File: src/rtl/readout_arbiter.sv
// Slot-based readout arbiter feeding the 27-bit output serializer: each slot carries
// a sync word, a round-robin granted requester word, an idle word, or nothing.
module readout_arbiter #(
    parameter int          NUM_REQ       = 4,
    parameter int          SLOT_PERIOD   = 8,
    parameter int          SYNC_INTERVAL = 16,
    parameter logic [26:0] SYNC_WORD     = 27'h5555555,
    parameter logic [26:0] IDLE_WORD     = 27'h7FFFFFF
) (
    input  logic                                             ClkBx,
    input  logic                                             ResetB,
    input  logic                                             Enable,
    input  logic                                             EnIdle,
    input  logic [NUM_REQ-1:0]                               Req,
    input  logic [NUM_REQ*27-1:0]                            DataIn,
    output logic [NUM_REQ-1:0]                               Ack,
    output logic                                             Read,
    output logic [26:0]                                      DataOut,
    output logic [((NUM_REQ > 1) ? $clog2(NUM_REQ) : 1)-1:0] GrantId,
    output logic [1:0]                                       WordType
);

    localparam int GW  = (NUM_REQ > 1) ? $clog2(NUM_REQ) : 1;
    localparam int CW  = $clog2(SLOT_PERIOD);
    localparam int SCW = (SYNC_INTERVAL > 0) ? $clog2(SYNC_INTERVAL + 1) : 1;

    localparam logic [CW-1:0]  SLOT_LAST = CW'(SLOT_PERIOD - 1);
    localparam logic [SCW-1:0] SYNC_LIM  = SCW'(SYNC_INTERVAL);
    localparam logic [GW-1:0]  LAST_INIT = GW'(NUM_REQ - 1);
    localparam logic           SYNC_EN   = (SYNC_INTERVAL != 0);

    typedef enum logic [1:0] {
        WT_NONE = 2'd0,
        WT_DATA = 2'd1,
        WT_IDLE = 2'd2,
        WT_SYNC = 2'd3
    } word_type_e;

    logic [CW-1:0]      slot_cnt_r,     slot_cnt_nxt_s;
    logic [SCW-1:0]     sync_cnt_r,     sync_cnt_nxt_s;
    logic               sync_pending_r, sync_pending_nxt_s;
    logic [GW-1:0]      last_r,         last_nxt_s;
    logic [NUM_REQ-1:0] ack_r,          ack_nxt_s;
    logic               read_r,         read_nxt_s;
    logic [26:0]        data_out_r,     data_out_nxt_s;
    logic [GW-1:0]      grant_id_r,     grant_id_nxt_s;
    word_type_e         word_type_r,    word_type_nxt_s;

    logic [26:0]        req_word_s [NUM_REQ];
    logic [GW-1:0]      win_s;
    word_type_e         sel_s;
    logic [SCW-1:0]     sync_cnt_inc_s;
    logic [SCW-1:0]     bump_cnt_s;
    logic               bump_pending_s;
    int                 idx_s;

    for (genvar g = 0; g < NUM_REQ; g++) begin : g_unpack
        assign req_word_s[g] = DataIn[27*g +: 27];
    end

    // Round-robin search: scan from farthest to nearest so the nearest requester after last_r wins.
    always_comb begin
        win_s = last_r;
        idx_s = 0;
        for (int k = NUM_REQ; k >= 1; k--) begin
            idx_s = (int'(last_r) + k) % NUM_REQ;
            win_s = Req[GW'(idx_s)] ? GW'(idx_s) : win_s;
        end
    end

    // Slot content priority: pending sync, then data, then idle filler, else empty.
    always_comb begin
        if (sync_pending_r) begin
            sel_s = WT_SYNC;
        end else if (|Req) begin
            sel_s = WT_DATA;
        end else if (EnIdle) begin
            sel_s = WT_IDLE;
        end else begin
            sel_s = WT_NONE;
        end
    end

    // Sync counter advance for a data/idle word; reaching the interval schedules a sync.
    always_comb begin
        sync_cnt_inc_s = sync_cnt_r + SCW'(1);
        if (SYNC_EN && (sync_cnt_inc_s == SYNC_LIM)) begin
            bump_pending_s = 1'b1;
            bump_cnt_s     = {SCW{1'b0}};
        end else begin
            bump_pending_s = sync_pending_r;
            bump_cnt_s     = sync_cnt_inc_s;
        end
    end

    // Next-state for slot timing and all registered outputs.
    always_comb begin
        slot_cnt_nxt_s     = slot_cnt_r;
        sync_cnt_nxt_s     = sync_cnt_r;
        sync_pending_nxt_s = sync_pending_r;
        last_nxt_s         = last_r;
        ack_nxt_s          = {NUM_REQ{1'b0}};
        read_nxt_s         = 1'b0;
        data_out_nxt_s     = data_out_r;
        grant_id_nxt_s     = grant_id_r;
        word_type_nxt_s    = word_type_r;

        if (!Enable) begin
            slot_cnt_nxt_s     = {CW{1'b0}};
            sync_pending_nxt_s = SYNC_EN ? 1'b1 : sync_pending_r;
        end else begin
            slot_cnt_nxt_s = (slot_cnt_r == SLOT_LAST) ? {CW{1'b0}} : slot_cnt_r + CW'(1);
            if (slot_cnt_r == {CW{1'b0}}) begin
                case (sel_s)
                    WT_SYNC: begin
                        data_out_nxt_s     = SYNC_WORD;
                        word_type_nxt_s    = WT_SYNC;
                        read_nxt_s         = 1'b1;
                        sync_pending_nxt_s = 1'b0;
                        sync_cnt_nxt_s     = {SCW{1'b0}};
                    end
                    WT_DATA: begin
                        data_out_nxt_s     = req_word_s[win_s];
                        ack_nxt_s[win_s]   = 1'b1;
                        read_nxt_s         = 1'b1;
                        grant_id_nxt_s     = win_s;
                        last_nxt_s         = win_s;
                        word_type_nxt_s    = WT_DATA;
                        sync_cnt_nxt_s     = bump_cnt_s;
                        sync_pending_nxt_s = bump_pending_s;
                    end
                    WT_IDLE: begin
                        data_out_nxt_s     = IDLE_WORD;
                        word_type_nxt_s    = WT_IDLE;
                        read_nxt_s         = 1'b1;
                        sync_cnt_nxt_s     = bump_cnt_s;
                        sync_pending_nxt_s = bump_pending_s;
                    end
                    default: begin
                        word_type_nxt_s    = WT_NONE;
                    end
                endcase
            end else begin
                read_nxt_s = 1'b0;
            end
        end
    end

    // State and output registers.
    always_ff @(posedge ClkBx or negedge ResetB) begin
        if (!ResetB) begin
            slot_cnt_r     <= {CW{1'b0}};
            sync_cnt_r     <= {SCW{1'b0}};
            sync_pending_r <= SYNC_EN;
            last_r         <= LAST_INIT;
            ack_r          <= {NUM_REQ{1'b0}};
            read_r         <= 1'b0;
            data_out_r     <= 27'h0;
            grant_id_r     <= {GW{1'b0}};
            word_type_r    <= WT_NONE;
        end else begin
            slot_cnt_r     <= slot_cnt_nxt_s;
            sync_cnt_r     <= sync_cnt_nxt_s;
            sync_pending_r <= sync_pending_nxt_s;
            last_r         <= last_nxt_s;
            ack_r          <= ack_nxt_s;
            read_r         <= read_nxt_s;
            data_out_r     <= data_out_nxt_s;
            grant_id_r     <= grant_id_nxt_s;
            word_type_r    <= word_type_nxt_s;
        end
    end

    assign Ack      = ack_r;
    assign Read     = read_r;
    assign DataOut  = data_out_r;
    assign GrantId  = grant_id_r;
    assign WordType = word_type_r;

endmodule
File: config.mk
export PLATFORM = sky130hd
export DESIGN_NAME = readout_arbiter
export DESIGN_NICKNAME = d
export VERILOG_FILES = /design/src/rtl/readout_arbiter.sv
export SDC_FILE = /design/constraint.sdc
export NUM_CORES = 1
export LEC_CHECK = 0
export ABC_AREA = 1
export CORE_ASPECT_RATIO = 0.8
export CORE_MARGIN = 3
export CORE_UTILIZATION = 29
export DETAILED_ROUTE_END_ITERATION = 10
export PLACE_DENSITY = 0.7
export SYNTH_ARGS = -nofsm -noshare
export SYNTH_HDL_FRONTEND = slang
export SYNTH_SLANG_ARGS = --single-unit
export TNS_END_PERCENT = 100
File: constraint.sdc
create_clock -name ClkBx -period 4.4 [get_ports ClkBx]
set_clock_uncertainty 0.05 [all_clocks]
set_input_delay 1.1 -clock ClkBx [delete_from_list [all_inputs] [get_ports ClkBx]]
set_output_delay 1.1 -clock ClkBx [all_outputs]
set_load 0.01 [all_outputs]
==> results by group <==
Place
  – Final Wtd Congestion: 0.845
  – Placed Area: 0.00504 mm2
  – Hpwl dp: 8.86 mm
  – Buffers on Ports: 151

Finish
  – Antenna diode count: 0
  – Area grow syn2layout: 49.1%
  – Final core area utilization: 44.7%
  – Post-route cell area: 0.00518 mm2
  – Final net count: 808
  – Layout fillers: 1203
  – Ratio of cells with drive above 1 in the final layout: 7.46%

Drt
  – DR vias: 3905
  – Final wirelength: 11.4 mm
  – Pre-Repair DR Iteration Count: 4
  – Final ANT Viol Nets: 0
  – Vias per inst: 4.69
  – Drt initial violations: 222
  – DRC Markers: 0
  – DR WL/cell: 13.7 um

Critical path
  – Worst setup path startpoint: Req[1]
  – Reg2Reg Depth: 14
  – WS Path Type: input pin to flip-flop
  – CP Data Arrival Time: 3.78 ns
  – Crit path launch type: input pin
  – Critical Path End Type: flip-flop
  – Crit path max fanout: 17
  – Worst Setup EP: sync_cnt_r[1]
  – Worst path required time: 4.52 ns
  – Reg2reg setup slack: 1.47 ns
  – Reg2Reg Launch Point: last_r[0]
  – Worst r2r dst: DataOut[6]

Timing
  – Slew @ Worst Pin: 1.06 ns
  – Worst rel slew slack: 29.1%
  – Achievable Freq: 0.273 GHz
  – TNS Setup: 0 ns
  – Max-slew violations: 0
  – Final Hold Vio Count: 0
  – RSZ-0062 raised after global routing: false
  – Fin crit share: 83.1%
  – Clock period minus worst slack: 3.66 ns
  – Setup Viol. Count Final: 0

Pwr
  – Leakage: 2.67 nW
  – Net Sw Power: 0.00199 W
  – Cell Pwr Density: 723 mW/mm2
  – Total power: 0.00375 W
  – Sw Share: 53.1%
  – P_int: 0.00176 W
  – Gate power share: 71.4%
  – Maximum vdd drop: 0.359 mV
  – Clock power share: 10.4%
  – Reg power frac: 18.3%

Logic synthesis
  – Ys flop type: dfrtp_1
  – Main combinational cell family by area after synthesis: simple AND/OR/NAND/NOR gates
  – Simple-gate share of the synthesized area: 49.5%
  – Compound-Gate Fraction of Synth Area: 5.29%
  – Dominant cells by area after synthesis: nand2_1 (32%), dfrtp_1 (32%), nand3_1 (8.2%), ha_1 (2.9%), nand2_2 (2.9%)
  – Synthesized Nets: 674
  – Sequential share of the synthesized area: 33.9%
  – XOR/XNOR Fraction of Synth Area: 0.504%
  – Mapped Avg Cell Area: 6.32 um2
  – Mux cell area share after synthesis: 0%
  – Post-synth top area cell: nand2_1
  – Synthesized area: 0.00348 mm2
  – Top-area cell type share of the netlist area: 32.4%
  – Yosys cell types: 31
  – Cells after Synth: 550
  – Synth Register Bits: 47
  – Synthesis Warnings: 0
  – Adder-Cell Fraction of Synth Area: 2.88%
  – Asr flop ratio synth: 100%
  – Post-synth EDFFs: 0

GRT
  – Grt met3 use: 4.62%
  – Antenna violations before repair: 0
  – Vias in the first global route: 3854
  – Met1 usage: 20.1%
  – Largest net degree at the start of global routing: 48
  – Gr ovfl total: 0
  – Grt met2 use: 29.2%
  – Gr busiest metal: met2
  – Total GRT Usage: 16.8%
  – First-pass GRT wire length: 18.3 mm

Clocking
  – CTS Sinks: 47
  – CTS clk-pin slew, worst paths: 0.07 ns
  – Worst-skew pair later-pin latency: 0.28 ns
  – Clock buffer depth: 2
  – Post_cts resized: 0
  – Setup Fix Bufs, Post-CTS: 0
  – CTS tree: done
  – CTS root buffer: clkbuf_16
  – Num CTS Buffers: 5
  – H-tree levels: 2
  – Hold-fix buffers, CTS: 0

Job
  – Max_cap viols: 0

Die
  – Core box area: 0.0116 mm2
  – Row count: 35
  – I/O pin cnt: 152
  – Die Footprint: 0.0133 mm2
  – Die H: 104 um
  – Starting Density: 30.0%
  – Die width: 128 um

Min path
  – Hold crit path type: flip-flop to flip-flop

Status
  – Status: finished clean
==> flip-flops by register name, indices dropped and copies added, names as in the netlist <==
register	count
GrantId	2
WordType	2
sync_cnt_r	5
sync_pending_r	1
Read	1
DataOut	27
last_r	2
Ack	4
slot_cnt_r	3
==> cell families after synthesis <==
kind of cell | after synthesis
buf+inv | 55
flops | 47
xor+xnor | 2
fa+ha+maj | 8
compound gates | 28
simple gates | 410
==> area by class of cell <==
class	count	area [um2]	share of cell area, %
Timing Repair Buffer	156	1540	29.8
Tap cell	148	185	3.57
Clock inverter	1	8.76	0.169
Multi-Input combinational cell	448	2020	39.0
Sequential cell	47	1180	22.8
Inverter	26	105	2.03
Clock buffer	6	139	2.68
==> power by group through the flow <==
stage	clock [W]	combinational, W	sequential, W
2_1_floorplan	0	0.00196	0.000705
3_3_place_gp	0	0.00265	0.000686
3_5_place_dp	0	0.00270	0.000691
4_1_cts	0.000400	0.00271	0.000686
5_1_grt	0.000412	0.00305	0.000706
6_report	0.000388	0.00267	0.000684
==> metrics by stage <==
step	setup WS (ns)	cells	hold slack, ns
2_1_floorplan	1.48	550	0.388
3_3_place_gp	0.515	825	0.404
3_5_place_dp	0.391	825	0.417
4_1_cts	0.701	832	0.436
5_1_grt	0.521	832	0.456
6_report	0.743	832	0.432
==> cells in the final DEF, fill, tap and decap left out, types with 2 or more instances in the layout <==
| cell type | count |
|---|---|
| dfstp_2 | 3 |
| nand2_4 | 4 |
| inv_6 | 2 |
| ha_1 | 8 |
| nand2_2 | 16 |
| clkbuf_16 | 5 |
| clkdlybuf4s50_1 | 150 |
| nor3_1 | 3 |
| nand3_1 | 57 |
| nand3_4 | 2 |
| xor2_1 | 2 |
| buf_4 | 5 |
| nand2_1 | 300 |
| a21oi_1 | 7 |
| a21oi_2 | 9 |
| inv_1 | 22 |
| dfrtp_1 | 44 |
| o21ai_0 | 8 |
| nor2_1 | 26 |
==> worst min-delay path by stage <==
| stage | startpoint | to | slack [ns] | cells past startpoint |
|---|---|---|---|---|
| after floorplan | slot_cnt_r[0] | slot_cnt_r[0] | 0.39 | 1 |
| after global placement | slot_cnt_r[0] | slot_cnt_r[0] | 0.40 | 1 |
| after detailed placement | GrantId[0] | GrantId[0] | 0.42 | 2 |
| after CTS | slot_cnt_r[0] | slot_cnt_r[0] | 0.44 | 1 |
| after global routing | slot_cnt_r[0] | slot_cnt_r[0] | 0.46 | 1 |
| final | slot_cnt_r[0] | slot_cnt_r[0] | 0.43 | 1 |
==> layer usage <==
layer,vias to the layer above,routed length (um)
met3,13,1030
met2,136,5450
met4,0,246
li1,1971,-
met1,1785,4670
met5,-,0
==> cell usage after synthesis, types with 3 or more instances <==
cell,number
nand2_1,300
nand3_1,57
dfrtp_1,44
nor2_1,26
inv_1,22
buf_2,17
nand2_2,16
a21oi_2,9
ha_1,8
o21ai_0,8
a21oi_1,7
buf_1,4
nand2_4,4
clkbuf_1,3
dfstp_2,3
nor3_1,3
==> critical path, cell delays in order <==
cell             delay [ns]
clkdlybuf4s50_1        0.45
nor4_1                 0.38
inv_1                  0.10
o21ai_0                0.31
inv_1                  0.12
ha_1                   0.20
nor2_1                 0.26
clkinv_1               0.48
a22o_1                 0.38
No activity file was read; power rests on OpenSTA's default activity.
